===== src/rtl/mem_stage_ctrl.sv =====
// Memory-access pipeline stage: latches EX results, runs the data SRAM load/store
// transaction, aligns/extends load data and hands results to the MEM_WB register.
module mem_stage_ctrl #(
   parameter int ADDR_W     = 32,
   parameter int REG_ADDR_W = 5
) (
   input  logic                  clk,
   input  logic                  rst,
   input  logic                  ex_to_mem_valid,
   output logic                  mem_allowin,
   input  logic [31:0]           in_alu_result,
   input  logic [31:0]           in_store_data,
   input  logic [3:0]            in_mem_op,
   input  logic [REG_ADDR_W-1:0] in_rd_addr,
   input  logic                  in_rd_en,
   input  logic [31:0]           in_directives,
   output logic                  data_req,
   output logic                  data_wr,
   output logic [1:0]            data_size,
   output logic [ADDR_W-1:0]     data_addr,
   output logic [3:0]            data_wstrb,
   output logic [31:0]           data_wdata,
   input  logic                  data_addr_ok,
   input  logic                  data_data_ok,
   input  logic [31:0]           data_rdata,
   output logic                  mem_to_wb_valid,
   input  logic                  wb_allowin,
   output logic [31:0]           out_rd_data,
   output logic [REG_ADDR_W-1:0] out_rd_addr,
   output logic                  out_rd_en,
   output logic [31:0]           out_directives
);

   typedef enum logic [1:0] {
      S_IDLE = 2'd0,
      S_REQ  = 2'd1,
      S_WAIT = 2'd2,
      S_DONE = 2'd3
   } state_t;

   localparam logic [3:0] OP_LB  = 4'd1;
   localparam logic [3:0] OP_LBU = 4'd2;
   localparam logic [3:0] OP_LH  = 4'd3;
   localparam logic [3:0] OP_LHU = 4'd4;
   localparam logic [3:0] OP_LW  = 4'd5;
   localparam logic [3:0] OP_SB  = 4'd6;
   localparam logic [3:0] OP_SH  = 4'd7;
   localparam logic [3:0] OP_SW  = 4'd8;

   state_t                  r_state;
   state_t                  w_stateNext;
   logic                    r_valid;
   logic [31:0]             r_alu;
   logic [31:0]             r_storeData;
   logic [3:0]              r_memOp;
   logic [REG_ADDR_W-1:0]   r_rdAddr;
   logic                    r_rdEn;
   logic [31:0]             r_directives;
   logic [31:0]             r_result;

   logic                    w_isMem;
   logic                    w_isLoad;
   logic                    w_isStore;
   logic                    w_inIsMem;
   logic                    w_readyGo;
   logic                    w_accept;
   logic                    w_inReq;
   logic [1:0]              w_lane;

   // Shift the addressed byte/half down to bit 0, then sign- or zero-extend.
   function automatic logic [31:0] alignLoad(input logic [3:0]  op,
                                             input logic [1:0]  lane,
                                             input logic [31:0] rdata);
      logic [31:0] byteSh;
      logic [31:0] halfSh;
      logic [31:0] res;
      byteSh = rdata >> {lane, 3'b000};
      halfSh = rdata >> {lane[1], 4'b0000};
      case (op)
         OP_LB:   res = {{24{byteSh[7]}}, byteSh[7:0]};
         OP_LBU:  res = {24'd0, byteSh[7:0]};
         OP_LH:   res = {{16{halfSh[15]}}, halfSh[15:0]};
         OP_LHU:  res = {16'd0, halfSh[15:0]};
         default: res = rdata;
      endcase
      return res;
   endfunction

   assign w_isLoad  = (r_memOp >= OP_LB) && (r_memOp <= OP_LW);
   assign w_isStore = (r_memOp >= OP_SB) && (r_memOp <= OP_SW);
   assign w_isMem   = w_isLoad || w_isStore;
   assign w_inIsMem = (in_mem_op >= OP_LB) && (in_mem_op <= OP_SW);
   assign w_lane    = r_alu[1:0];
   assign w_inReq   = (r_state == S_REQ);

   assign w_readyGo       = !w_isMem || (r_state == S_DONE);
   assign mem_allowin     = !r_valid || (w_readyGo && wb_allowin);
   assign mem_to_wb_valid = r_valid && w_readyGo;
   assign w_accept        = ex_to_mem_valid && mem_allowin;

   // Any cycle the stage opens up, the incoming op alone decides whether a new
   // transaction starts; REQ and WAIT advance on the SRAM regardless of wb_allowin.
   always_comb begin
      w_stateNext = r_state;
      if (mem_allowin) begin
         w_stateNext = (ex_to_mem_valid && w_inIsMem) ? S_REQ : S_IDLE;
      end else begin
         case (r_state)
            S_REQ:   if (data_addr_ok) w_stateNext = S_WAIT;
            S_WAIT:  if (data_data_ok) w_stateNext = S_DONE;
            default: w_stateNext = r_state;
         endcase
      end
   end

   always_ff @(posedge clk) begin
      if (rst) begin
         r_state <= S_IDLE;
      end else begin
         r_state <= w_stateNext;
      end
   end

   always_ff @(posedge clk) begin
      if (rst) begin
         r_valid      <= 1'b0;
         r_alu        <= '0;
         r_storeData  <= '0;
         r_memOp      <= '0;
         r_rdAddr     <= '0;
         r_rdEn       <= 1'b0;
         r_directives <= '0;
         r_result     <= '0;
      end else begin
         if (mem_allowin) begin
            r_valid <= ex_to_mem_valid;
         end
         if (w_accept) begin
            r_alu        <= in_alu_result;
            r_storeData  <= in_store_data;
            r_memOp      <= in_mem_op;
            r_rdAddr     <= in_rd_addr;
            r_rdEn       <= in_rd_en;
            r_directives <= in_directives;
         end
         if ((r_state == S_WAIT) && data_data_ok && w_isLoad) begin
            r_result <= alignLoad(r_memOp, w_lane, data_rdata);
         end
      end
   end

   // Request fields come straight from the held payload, so they stay stable
   // for as long as REQ waits on addr_ok.
   always_comb begin
      data_req   = w_inReq;
      data_wr    = w_inReq && w_isStore;
      data_size  = 2'd0;
      data_addr  = '0;
      data_wstrb = 4'b0000;
      data_wdata = 32'd0;
      if (w_inReq) begin
         data_addr = r_alu[ADDR_W-1:0];
         case (r_memOp)
            OP_LH, OP_LHU: data_size = 2'd1;
            OP_LW:         data_size = 2'd2;
            OP_SB: begin
               data_size  = 2'd0;
               data_wstrb = 4'b0001 << w_lane;
               data_wdata = {4{r_storeData[7:0]}};
            end
            OP_SH: begin
               data_size  = 2'd1;
               data_wstrb = w_lane[1] ? 4'b1100 : 4'b0011;
               data_wdata = {2{r_storeData[15:0]}};
            end
            OP_SW: begin
               data_size  = 2'd2;
               data_wstrb = 4'b1111;
               data_wdata = r_storeData;
            end
            default: data_size = 2'd0;
         endcase
      end
   end

   assign out_rd_data    = w_isLoad ? r_result : r_alu;
   assign out_rd_addr    = r_rdAddr;
   assign out_rd_en      = r_rdEn;
   assign out_directives = r_directives;

endmodule


===== config.mk =====
export PLATFORM = sky130hd
export DESIGN_NAME = mem_stage_ctrl
export DESIGN_NICKNAME = d
export VERILOG_FILES = /design/src/rtl/mem_stage_ctrl.sv
export SDC_FILE = /design/constraint.sdc
export NUM_CORES = 1
export LEC_CHECK = 0
export CAP_MARGIN = 0
export CELL_PAD_IN_SITES_DETAIL_PLACEMENT = 0
export CELL_PAD_IN_SITES_GLOBAL_PLACEMENT = 1
export CORE_MARGIN = 3
export CORE_UTILIZATION = 34
export DETAILED_ROUTE_END_ITERATION = 8
export PLACE_DENSITY_LB_ADDON = 0.1
export RECOVER_POWER = 100
export SETUP_SLACK_MARGIN = 0.5
export SYNTH_ARGS = -nofsm -noshare
export SYNTH_HDL_FRONTEND = slang
export SYNTH_SLANG_ARGS = --single-unit

===== constraint.sdc =====
create_clock -name clk -period 3.85 [get_ports clk]
set_clock_uncertainty 0.1 [all_clocks]
set_input_delay 0.77 -clock clk [delete_from_list [all_inputs] [get_ports clk]]
set_output_delay 0.77 -clock clk [all_outputs]
set_load 0.03 [all_outputs]

=== After elaboration in Yosys (flattened, before gate mapping) ===
Index checks and enable logic that the tools add are counted.

* Bits in registers: 141
* Bits in latches: 0
* Memory bits (writable): 0
* Bits in read-only memories: 0
* Bits of input ports: 144
* Output and inout bits: 144
* Word-level logic and storage cells: 65
* Memories kept: 0

* $add $sub $neg: 0
* Multiply operators: 0
* Div/mod/pow operators: 0
* Order comparisons: 6
* Equal/unequal tests: 13
* Shift operators: 3
* Multiplexer cells: 15
* Bitwise gates (word level): 0
* Reduce and logical (&&, ||, !) cells: 19

{| class="wikitable"
|+ Operator list
! operator !! count
|-
| 32-bit one-hot mux with 4 select lines || 1
|-
| 32-bit 2-to-1 mux || 3
|-
| 32-bit one-hot mux with 3 select lines || 1
|-
| 32-bit by 5-bit right shift with 16-bit output || 1
|-
| 32-bit by 5-bit right shift with 8-bit output || 1
|-
| 4-bit by 3-bit equality test with 1-bit output, second input constant || 4
|-
| 4-bit one-hot mux with 3 select lines || 1
|-
| 1-bit logical AND || 10
|-
| 4-bit by 2-bit equality test with 1-bit output, second input constant || 2
|-
| 4-bit by 1-bit >= comparator with 1-bit output, second input constant || 2
|-
| 4-bit <= comparator, second input constant || 2
|-
| 2-bit 2-to-1 mux || 4
|-
| 4-bit 2-to-1 mux || 2
|-
| 2-bit one-hot mux with 2 select lines || 2
|-
| 3-bit inequality test, second input constant || 2
|-
| 2-bit equality test, second input constant || 2
|-
| 4-bit by 1-bit equality test with 1-bit output, second input constant || 1
|-
| 4-bit equality test, second input constant || 1
|-
| 4-bit by 3-bit >= comparator with 1-bit output, second input constant || 1
|-
| 4-bit by 3-bit <= comparator with 1-bit output, second input constant || 1
|-
| 1-bit by 2-bit left shift with 4-bit output, first input constant || 1
|-
| 1-bit logical OR || 3
|-
| 3-bit AND reduction || 1
|-
| 3-bit nonzero test || 1
|-
| 5 further kinds || 6
|}

=== Longest topological paths before layout ===
Gate-level depths: netlist of the first run.

* Depth after elaboration: 9
* Depth in mapped cells: 8
* Mapped depth without buffers: 4

=== Worst setup path before layout of the first run ===
OpenSTA, ideal clock, no wires.

* Kind: register to output
* Start: register r_memOp[0]
* End: output data_wdata[10]
* Arrival time: 1.930 ns
* Data required time: 2.980 ns
* Slack: 1.050 ns
* Cell stages (with the launch flop): 7
* Path buffers: 2
* Cell sequence: dfxtp_1 nor3_2 and2_1 clkbuf_1 clkbuf_1 nand2_1 a21oi_1

* Cells in the longest elaborated chain, start to end: 3
* Elaborated cells on any way between the ends: 5
* Classes of those cells: 3 x eq/ne; 2 x mux

{| class="wikitable"
|+ Ends and longest elaborated chain
! element !! RTL line !! text
|-
| from (decl) || 55 || <nowiki>logic [3:0] r_memOp;</nowiki>
|-
| from (signal assigned) || 141 || <nowiki>r_memOp <= in_mem_op;</nowiki>
|-
| 4-bit equality test / 4-bit by 3-bit equality test with 1-bit output (equally long branches) || 163 || <nowiki>case (r_memOp)</nowiki>
|-
| 32-bit one-hot mux with 3 select lines * || 163 ||
|-
| 32-bit 2-to-1 mux * || 161 || <nowiki>if (w_inReq) begin</nowiki>
|-
| to (decl) || 22 || <nowiki>output logic [31:0] data_wdata,</nowiki>
|}

Every way passes the cells marked *; elsewhere a longest branch is shown, timed or not.

=== Worst setup path after layout of the first run ===
* Start: register r_state[1]
* End: output data_addr[1]

* Cells in the longest elaborated chain, start to end: 2

{| class="wikitable"
|+ Ends and longest elaborated chain
! element !! RTL line !! text
|-
| from (decl) || 50 || <nowiki>state_t r_state;</nowiki>
|-
| from (signal assigned) || 120 || <nowiki>r_state <= w_stateNext;</nowiki>
|-
| 2-bit by 1-bit equality test with 1-bit output || 94 || <nowiki>assign w_inReq = (r_state == S_REQ);</nowiki>
|-
| 32-bit 2-to-1 mux || 161 ||
|-
| to (decl) || 20 || <nowiki>output logic [ADDR_W-1:0] data_addr,</nowiki>
|}

No other way between the ends.

==> impl_results.md, run 1 <==
* Launch point of the critical path: r_state[1]
* Most common library cell in the layout ignoring fill and taps: sky130_fd_sc_hd__nand2_1
* Min Clock Period, post-route at 3.378 ns
* Clock-pin slew of the registers on the worst-case setup and hold paths at 0.06 ns
* Vertical die dimension at 153.9 µm
* Distinct cell type count of the synthesized netlist at 50
* Max layer used: met4
* Sequential share of the synthesized area at 0.3797
* # clock sinks at 141
* Classification of the worst-slack hold path: reg -> reg
* CP bufs+invs at 3
* Number of maximum-capacitance constraint violations at 0
* Detailed-routing wirelength on met1 at 10.45 mm
* Maximum fanout along the worst path at 30
* Die width at 153.9 µm
* Routed wl met3 at 2.176 mm
* Clock tree root driver cell: sky130_fd_sc_hd__clkbuf_16
* Fillcell total at 2,106
* Share of async-settable or async-resettable flops after synthesis at 0
* Leakage power at 4.374 nW
* Final HPWL from detailed placement at 17.70 mm
* Via count at 7,030
* Synth Register Bits at 141
* Gr usage total at 0.2073
* Synth Area in Compound Gates at 0.1176
* Number of violations reported at the end of detailed-routing iteration 0 at 391
* Delay of the slowest cell on the worst path at 0.70 ns
* Type of the setup path with the least slack: reg -> out
* CP endpoint kind: output pin
* Initial antenna violation count at 0
* Average wire per standard cell at 17.49 µm
* Power density cells at 375.9 mW/mm²
* Largest family of logic cells by synthesized area: multiplexers
* Arithmetic-cell share of the synthesized area counting full adders, half adders and majority gates at 0
* Cell area after synthesis at 0.007435 mm²
* Post-synth EDFFs at 0
* Net count after synthesis at 1,024
* Final setup violating endpoints at 0
* Share of synthesized area spent on multiplexers at 0.2277
* CTS Buf Count at 17
* Mean cell area of the mapped netlist at 8.448 µm²
* Clock buffer depth at 2
* Initial Utilization at 0.3504
* Count of buffers inserted at the top-level ports at 287
* Startpoint of the worst hold path: out_directives[4]
* Arrival time worst endpoint at 2.51 ns
* Post-Synth XOR/XNOR Area at 0.002356
* Library cell contributing the largest single delay on the critical path: sky130_fd_sc_hd__clkdlybuf4s50_1
* Routed WL at 24.73 mm
* Required time of the worst setup path at 2.98 ns
* Cell family with the largest share of critical-path delay: buffers and inverters
* Simple-gate area share of the yosys netlist at 0.2129
* Max_slew headroom at 0.2298
* First-pass iteration count of the detailed router at 4
* Via-per-instance ratio at 4.972
* Cell Chain, Critical Path: nand2b_1, inv_1, clkbuf_2, and2_1, clkdlybuf4s50_1
* I/O pin cnt at 288
* First-pass GRT wire length at 39.23 mm
* Max Slew Vio Count at 0
* DRC viols at 0
* Std-Cell Core Area at 0.02122 mm²
* Final Util at 0.5094
* H-tree levels at 4
* Clk Latency, worst-skew pair at 0.42 ns
* Layout cells sized above 1 at 0.1255
* Most frequent cells in the layout: 259 x sky130_fd_sc_hd__nand2_1, 171 x sky130_fd_sc_hd__clkdlybuf4s50_1, 138 x sky130_fd_sc_hd__dfxtp_1, 105 x sky130_fd_sc_hd__mux2i_1, 47 x sky130_fd_sc_hd__dlygate4sd3_1
* Summed negative setup slack over all endpoints at 0 ns
* Met2 layer wire length in the routed design at 11.71 mm
* Clock tree from TritonCTS: done
* Number of routed nets with antenna violations at 0
* Via count of the first global-routing pass at 6,905
* Total overflow reported by the global router at 0
* Layout overhead on the synthesized area at 45.39%
* Die footprint at 0.02368 mm²
* RR Startpoint: r_memOp[0]
* Critical Path Source Type: flip-flop
* Result of the run: finished clean
* Diode count at 0
* Top_reg_cell synth: sky130_fd_sc_hd__dfxtp_1
* Number of hold violations in the final report at 0
* Yosys warning total at 0
* Maximum number of pins on one net before global-route repair at 92
* IR drop worst, VDD at 263.3 µV
* Mapped Cells at 880
* Minimum setup slack among reg-to-reg paths at 0.88 ns
* Placement row count at 53
* Post-route clock period utilization at 0.8775
* Unrepaired setup endpoints after global routing: false
* Pin slew with the least headroom to its limit at 1.153 ns
* Achievable Freq at 296.0 MHz
* Number of nets in the layout at 1,270
* Routability Congestion at 0.7975
## cells by family (layout without fill, tap and decap cells)
| kind of cell | after synthesis | after routing |
|---|---|---|
| flops | 141 | 141 |
| buf+inv | 93 | 352 |
| mux | 154 | 154 |
| simple gates | 369 | 369 |
| compound gates | 121 | 121 |
| xor+xnor | 2 | 2 |
## per-stage QoR
stage	area (µm²)	power, mW	cells	worst slack (ns)	hold WS [ns]
floorplan	7435	2.161	880	1.050	0.3350
global placement	10380	2.543	1381	0.6727	0.3423
detailed placement	10380	2.546	1381	0.6298	0.3452
CTS	10910	4.147	1413	0.4020	0.3575
global route	10810	4.260	1414	0.2661	0.3716
finish	10810	4.063	1414	0.4716	0.3530
## synth_stat cells, types with 2 or more instances
cell / instances / area, µm²
sky130_fd_sc_hd__nand2_1: 259 / 972.2
sky130_fd_sc_hd__dfxtp_1: 141 / 2823
sky130_fd_sc_hd__mux2i_1: 105 / 1051
sky130_fd_sc_hd__clkbuf_1: 47 / 176.4
sky130_fd_sc_hd__and2_1: 43 / 269.0
sky130_fd_sc_hd__mux2_2: 41 / 461.7
sky130_fd_sc_hd__nor2_1: 39 / 146.4
sky130_fd_sc_hd__a21oi_1: 24 / 120.1
sky130_fd_sc_hd__o21ai_0: 18 / 90.09
sky130_fd_sc_hd__a211oi_1: 17 / 127.6
sky130_fd_sc_hd__buf_2: 15 / 75.07
sky130_fd_sc_hd__inv_1: 12 / 45.04
sky130_fd_sc_hd__buf_4: 10 / 75.07
sky130_fd_sc_hd__a221oi_1: 9 / 78.83
sky130_fd_sc_hd__a22oi_1: 9 / 67.56
sky130_fd_sc_hd__o211ai_1: 9 / 67.56
sky130_fd_sc_hd__a311oi_1: 8 / 70.07
sky130_fd_sc_hd__a32oi_1: 8 / 70.07
sky130_fd_sc_hd__mux4_2: 8 / 180.2
sky130_fd_sc_hd__o32ai_1: 7 / 61.31
sky130_fd_sc_hd__or2_2: 7 / 43.79
sky130_fd_sc_hd__buf_6: 5 / 56.30
sky130_fd_sc_hd__buf_1: 3 / 11.26
sky130_fd_sc_hd__nor2b_1: 3 / 18.77
sky130_fd_sc_hd__nor3_1: 3 / 15.01
sky130_fd_sc_hd__o31a_1: 3 / 26.28
sky130_fd_sc_hd__and3b_1: 2 / 17.52
sky130_fd_sc_hd__nand2b_1: 2 / 12.51
sky130_fd_sc_hd__nand3_1: 2 / 10.01
## power breakdown
part / switching, mW / internal, mW
logic: 0.462 / 0.405
registers: 0.0648 / 1.54
clock network: 0.678 / 0.911
total: 1.20 / 2.86
## metal layers
metal  up-vias  GRT usage
li1       3504          -
met1      3276     0.2661
met2       231     0.3334
met3        19    0.07402
met4         0    0.05257
met5         -          0
## state kept, by name, summed over array words and instances (netlist names)
register	cells
out_directives	32
out_rd_addr	5
out_rd_en	1
r_alu	32
r_memOp	4
r_result	32
r_state	2
r_storeData	32
r_valid	1
## cell type report
cell class              count  area, µm²  share of cell area
clock buffers              20      446.7             0.04132
clock inverters            12      113.9             0.01053
repair buffers            308       2872              0.2657
inverters                  12      50.05            0.004630
multi-input cells         646       4156              0.3845
flip-flops and latches    141       2826              0.2615
well taps                 275      344.1             0.03183
## repair_timing
action,in CTS,in global routing
hold buffers,0,0
gates resized for setup,27,5
pin swaps,0,0
buffers inserted,0,1
setup endpoints to repair,26,5
## worst register-to-register path, delay by kind of cell, from the launching register on
family                 cells  cell delay (ns)
flip-flops                 1             0.41
buffers and inverters      2             1.10
AND/OR/NAND/NOR            1             0.33
AO/OA/AOI/OAI              2             0.67
multiplexers               1             0.28
## path summary, 6_finish.rpt
path	endpoint	cells after the start
worst min-delay path	out_directives[4]	2
worst max-delay path	data_addr[1]	5
worst max register to register	r_alu[19]	6
worst min register to register	out_directives[4]	2
No activity file was read; power rests on OpenSTA's default activity.
==> inputs of run 2 (changes only) <==
--- a/config.mk
+++ b/config.mk
@@ -9,7 +9,7 @@
 export CELL_PAD_IN_SITES_DETAIL_PLACEMENT = 0
 export CELL_PAD_IN_SITES_GLOBAL_PLACEMENT = 1
 export CORE_MARGIN = 3
-export CORE_UTILIZATION = 34
+export CORE_UTILIZATION = 28
 export DETAILED_ROUTE_END_ITERATION = 8
 export PLACE_DENSITY_LB_ADDON = 0.1
 export RECOVER_POWER = 100
==> impl_results.md, run 2 (synthesis gave the netlist of run 1 again) <==
* Reg2reg end: r_storeData[24]
* Clock tree from TritonCTS: done
* Initial antenna violation count at 2
* Number of cells traversed by the worst hold path at 2
* Clock buffer depth at 2
* Number of hold violations in the final report at 0
* Achievable Freq at 296.7 MHz
* RR Startpoint: r_memOp[3]
* Number of cells on the critical path at 8
* First-pass iteration count of the detailed router at 7
* Count of buffers inserted at the top-level ports at 287
* DRC viols at 0
* Layout overhead on the synthesized area at 48.52%
* Arrival time worst endpoint at 2.50 ns
* CP bufs+invs at 4
* Routability Congestion at 0.7845
* Library cell contributing the largest single delay on the critical path: sky130_fd_sc_hd__and2_0
* Final setup violating endpoints at 0
* Diode count at 0
* Clk Latency, worst-skew pair at 0.41 ns
* Number of routed nets with antenna violations at 0
* Number of nets in the layout at 1,268
* Maximum number of pins on one net before global-route repair at 72
* Power density cells at 389.3 mW/mm²
* Cell family with the largest share of critical-path delay: buffers and inverters
* Classification of the worst-slack hold path: reg -> reg
* Initial Utilization at 0.2853
* CTS Buf Count at 17
* Clock tree root driver cell: sky130_fd_sc_hd__clkbuf_16
* Most common library cell in the layout ignoring fill and taps: sky130_fd_sc_hd__nand2_1
* H-tree levels at 4
* Startpoint of the worst hold path: out_directives[10]
* Total overflow reported by the global router at 0
* Number of maximum-capacitance constraint violations at 1
* # clock sinks at 141
* Dominant cell type by count on the critical path: sky130_fd_sc_hd__buf_6
* Non-filler instance count after layout at 1,470
* Max Slew Vio Count at 37
* Number of violations reported at the end of detailed-routing iteration 0 at 308
* Min Clock Period, post-route at 3.370 ns
* Average wire per standard cell at 17.60 µm
* Required time of the worst setup path at 2.98 ns
* Summed negative setup slack over all endpoints at 0 ns
* Via count at 6,908
* Gr usage total at 0.1759
* Maximum fanout along the worst path at 19
* IR drop worst, VDD at 260.8 µV
* Result of the run: finished, violations left
* Via count of the first global-routing pass at 6,799
* Overall power at 4.298 mW
* Delay of the slowest cell on the worst path at 0.41 ns
* Type of the setup path with the least slack: reg -> out
* Routed WL at 25.88 mm
* Final Util at 0.4237
* Unrepaired setup endpoints after global routing: false
* Die width at 169.0 µm
* Final HPWL from detailed placement at 18.38 mm
* Pin slew with the least headroom to its limit at 1.810 ns
* First-pass GRT wire length at 39.55 mm
* Final worst hold slack at 0.3529 ns
* Most frequent cells in the layout: 259 x sky130_fd_sc_hd__nand2_1, 142 x sky130_fd_sc_hd__clkdlybuf4s50_1, 138 x sky130_fd_sc_hd__dfxtp_1, 105 x sky130_fd_sc_hd__mux2i_1, 78 x sky130_fd_sc_hd__dlygate4sd3_1
* Placed instance count at 1,438
* Cell Chain, Critical Path: buf_6, nor3_2, buf_4, and2_0, buf_6, nand2_1, a21oi_1, clkbuf_1
* Worst Hold Path EP: out_directives[10]
* Layout cells sized above 1 at 0.1216
* Minimum setup slack among reg-to-reg paths at 0.97 ns
* Leakage power at 4.487 nW
* Post-route clock period utilization at 0.8753
* Depth of the worst register-to-register path at 5
* Std-Cell Core Area at 0.02606 mm²
* Max_slew headroom at -0.2068
* Critical Path Source Type: flip-flop
* Clock-pin slew of the registers on the worst-case setup and hold paths at 0.07 ns
* Vertical die dimension at 169.0 µm
* Violated checks: capacitance limit, slew limit
* CP endpoint kind: output pin
* Die footprint at 0.02854 mm²
* Post-CTS Hold Fix Bufs at 0
* I/O pin cnt at 288
* Placement row count at 59
* Via-per-instance ratio at 4.699
[run 2: cell types whose count changed in the layout (fill, tap and decap cells not counted), moves of 3 or more]
cell,previous run,this run
sky130_fd_sc_hd__bufinv_16,1,4
sky130_fd_sc_hd__clkdlybuf4s50_1,171,142
sky130_fd_sc_hd__dlygate4sd3_1,47,78
sky130_fd_sc_hd__clkbuf_1,19,22
sky130_fd_sc_hd__buf_4,43,29
sky130_fd_sc_hd__buf_12,4,9
[run 2: routing by layer]
layer	vias up	wire length, µm	track usage
li1	3499	-	-
met4	4	328	0.04020
met5	-	29	0
met2	225	11650	0.2766
met3	22	2152	0.06492
met1	3158	11710	0.2308
[run 2: what timing repair did]
item / in CTS / in global routing
endpoints found under the hold margin: 0 / 0
endpoints found under the setup margin: 35 / 42
buffers inserted: 1 / 0
resized for setup: 26 / 6
pin swaps: 0 / 0
cloned: 0 / 1
[run 2: through the flow]
| step | worst slack [ns] | area [µm²] |
|---|---|---|
| finish | 0.4801 | 11040 |
| floorplan | 1.050 | 7435 |
| CTS | 0.5152 | 11140 |
| global placement | 0.7021 | 10520 |
| detailed placement | 0.6825 | 10520 |
| global route | 0.2612 | 11040 |
[run 2: worst max-delay path by stage]
stage	start	endpoint	slack [ns]
global route	r_memOp[1]	data_wdata[17]	0.26
global placement	r_memOp[2]	out_rd_data[26]	0.70
CTS	r_memOp[1]	out_rd_data[28]	0.52
floorplan	r_memOp[0]	data_wdata[10]	1.05
finish	r_memOp[1]	data_wdata[12]	0.48
detailed placement	data_rdata[31]	r_result[28]	0.68
[run 2: final cells by class]
type | instances | area [µm²]
inverters | 12 | 53.80
clock buffers | 18 | 439.2
multi-input cells | 646 | 4189
fillers | 2644 | 15020
repair buffers | 306 | 2927
clock inverters | 12 | 187.7
well taps | 335 | 419.2
flip-flops and latches | 141 | 2826
[run 2: power by group]
| part | switching [mW] | internal [mW] |
|---|---|---|
| combinational | 0.478 | 0.421 |
| sequential | 0.0664 | 1.54 |
| clock | 0.685 | 1.11 |
| total | 1.23 | 3.07 |
[run 2: tightest hold or removal path, cell delays in order (launching register included)]
cell and delay (ns):
sky130_fd_sc_hd__dfxtp_1 0.31, sky130_fd_sc_hd__nand2_1 0.05, sky130_fd_sc_hd__mux2i_1 0.05
==> inputs of run 3 (changes only) <==
--- a/config.mk
+++ b/config.mk
@@ -11,8 +11,10 @@
 export CORE_MARGIN = 3
 export CORE_UTILIZATION = 28
 export DETAILED_ROUTE_END_ITERATION = 8
+export GPL_ROUTABILITY_DRIVEN = 0
 export PLACE_DENSITY_LB_ADDON = 0.1
 export RECOVER_POWER = 100
+export REMOVE_ABC_BUFFERS = 1
 export SETUP_SLACK_MARGIN = 0.5
 export SYNTH_ARGS = -nofsm -noshare
 export SYNTH_HDL_FRONTEND = slang
==> constraint.sdc (replaced) <==
create_clock -name clk -period 3.85 [get_ports clk]
set_clock_uncertainty 0.1 [all_clocks]
set_input_delay 0.77 -clock clk [delete_from_list [all_inputs] [get_ports clk]]
set_output_delay 0.77 -clock clk [all_outputs]
set_load 0.1 [all_outputs]
==> impl_results.md, run 3 (synthesis gave the netlist of run 1 again) <==
* Critical Path Source Type: flip-flop
* Required time of the worst setup path at 2.98 ns
* Number of hold violations in the final report at 0
* Leakage power at 4.658 nW
* IR drop worst, VDD at 196.9 µV
* Via count at 6,866
* Achievable Freq at 294.3 MHz
* Average wire per standard cell at 17.21 µm
* First-pass iteration count of the detailed router at 4
* Unrepaired setup endpoints after global routing: false
* Clock tree from TritonCTS: done
* H-tree levels at 4
* Post-CTS Hold Fix Bufs at 0
* Arrival time worst endpoint at 2.53 ns
* Final HPWL from detailed placement at 17.72 mm
* Number of nets in the layout at 1,267
* Initial Utilization at 0.2853
* Cell Chain, Critical Path: and3b_1, clkbuf_1, a22oi_1, nor2_1, clkbuf_2
* Power density cells at 389.6 mW/mm²
* First-pass GRT wire length at 39.75 mm
* Std-Cell Core Area at 0.02606 mm²
* I/O pin cnt at 288
* Violated checks: capacitance limit, slew limit
* Maximum fanout along the worst path at 15
* Final Util at 0.4568
* Post-layout worst setup margin at 0.4526 ns
* Max_slew headroom at -0.04903
* Routed WL at 25.32 mm
* Number of routed nets with antenna violations at 0
* Final Instance Area at 0.01190 mm²
* Via-per-instance ratio at 4.668
* Total overflow reported by the global router at 0
* Library cell contributing the largest single delay on the critical path: sky130_fd_sc_hd__and3b_1
* Post-placement cell area at 0.01156 mm²
* Pin slew with the least headroom to its limit at 1.574 ns
* Layout cells sized above 1 at 0.1725
* Count of buffers inserted at the top-level ports at 287
* Vertical die dimension at 169.0 µm
* Die footprint at 0.02854 mm²
* Via count of the first global-routing pass at 6,849
* Post-route clock period utilization at 0.8825
* Min Clock Period, post-route at 3.397 ns
* Most frequent cells in the layout: 259 x sky130_fd_sc_hd__nand2_1, 141 x sky130_fd_sc_hd__clkdlybuf4s50_1, 138 x sky130_fd_sc_hd__dfxtp_1, 105 x sky130_fd_sc_hd__mux2i_1, 92 x sky130_fd_sc_hd__buf_12
* Result of the run: finished, violations left
* Number of maximum-capacitance constraint violations at 1
* Met2 layer wire length in the routed design at 11.13 mm
* Classification of the worst-slack hold path: reg -> reg
* Type of the setup path with the least slack: reg -> out
* CTS Buf Count at 17
* # clock sinks at 141
* Clock buffer depth at 2
* Initial antenna violation count at 0
* Most common library cell in the layout ignoring fill and taps: sky130_fd_sc_hd__nand2_1
* Clock-pin slew of the registers on the worst-case setup and hold paths at 0.07 ns
* Maximum number of pins on one net before global-route repair at 126
* Max Slew Vio Count at 49
* Die width at 169.0 µm
* Diode count at 0
* Number of violations reported at the end of detailed-routing iteration 0 at 291
* Final setup violating endpoints at 0
* Routed wl met3 at 2.284 mm
* Delay of the slowest cell on the worst path at 0.51 ns
* Clock tree root driver cell: sky130_fd_sc_hd__clkbuf_16
* Layout overhead on the synthesized area at 60.11%
* Detailed-routing wirelength on met1 at 11.62 mm
* Clk Latency, worst-skew pair at 0.41 ns
* CP endpoint kind: output pin
* Placement row count at 59
* Gr usage total at 0.1767
* DRC viols at 0
* Placement-stage worst setup slack at 0.7112 ns
* Max layer used: met4
* Final worst hold slack at 0.3537 ns
## run 3: changes by cell type in the layout (fill, tap and decap cells not counted), sizes merged
cell,before,now
clkbuf,43,38
dlygate4sd2,21,0
bufinv,4,3
clkdlybuf4s50,142,141
buf,40,105
inv,14,16
clkinvlp,3,4
dlygate4sd3,78,39
## run 3: power by group
group,switching (mW),internal [mW]
Sequential,0.0606,1.54
Combinational,0.818,0.479
Clock,0.704,1.03
Total,1.58,3.06
## run 3: stage by stage
| stage | setup TNS, ns | power [mW] | instances |
|---|---|---|---|
| floorplan | -579.19 | 2.519 | 799 |
| global placement | 0 | 2.968 | 1439 |
| detailed placement | 0 | 2.972 | 1439 |
| CTS | 0 | 4.747 | 1471 |
| global route | 0 | 4.847 | 1471 |
| finish | 0 | 4.637 | 1471 |
## run 3: layout make-up
class	count	area [µm²]
clock buffer	18	429.2
clock inverter	14	183.9
fill	2562	14150
inverter	12	50.05
multi-input combinational	646	4159
sequential	141	2826
tap	335	419.2
timing repair buffer	305	3836
## run 3: timing repair
| item | 4_1_cts | 5_1_grt |
|---|---|---|
| resized for setup | 4 | 1 |
| gates cloned | 0 | 0 |
| buffers inserted | 0 | 0 |
| endpoints found under the hold margin | 0 | 0 |
| endpoints found under the setup margin | 55 | 49 |
## run 3: final timing paths
| check | from | endpoint | cells after the start | slack [ns] |
|---|---|---|---|---|
| setup / recovery | r_memOp[1] | data_wdata[18] | 5 | 0.45 |
| hold / removal | out_rd_en | out_rd_en | 2 | 0.35 |
| setup reg to reg | r_memOp[0] | out_directives[4] | 6 | 0.51 |
| hold reg to reg | out_rd_en | out_rd_en | 2 | 0.35 |
## run 3: routing by layer
layer  vias to the layer above  track usage
met1                      3145       0.2363
li1                       3499            -
met3                        15      0.06399
met4                         0      0.04305
met5                         -            0
met2                       207       0.2720
## run 3: worst max-delay path, delay by kind of cell, from the launching register on
kind,cells,cell delay [ns]
and+or+nand+nor,2,0.62
AOI/OAI and AO/OA,1,0.11
DFF,1,0.50
buffers and inverters,2,0.87
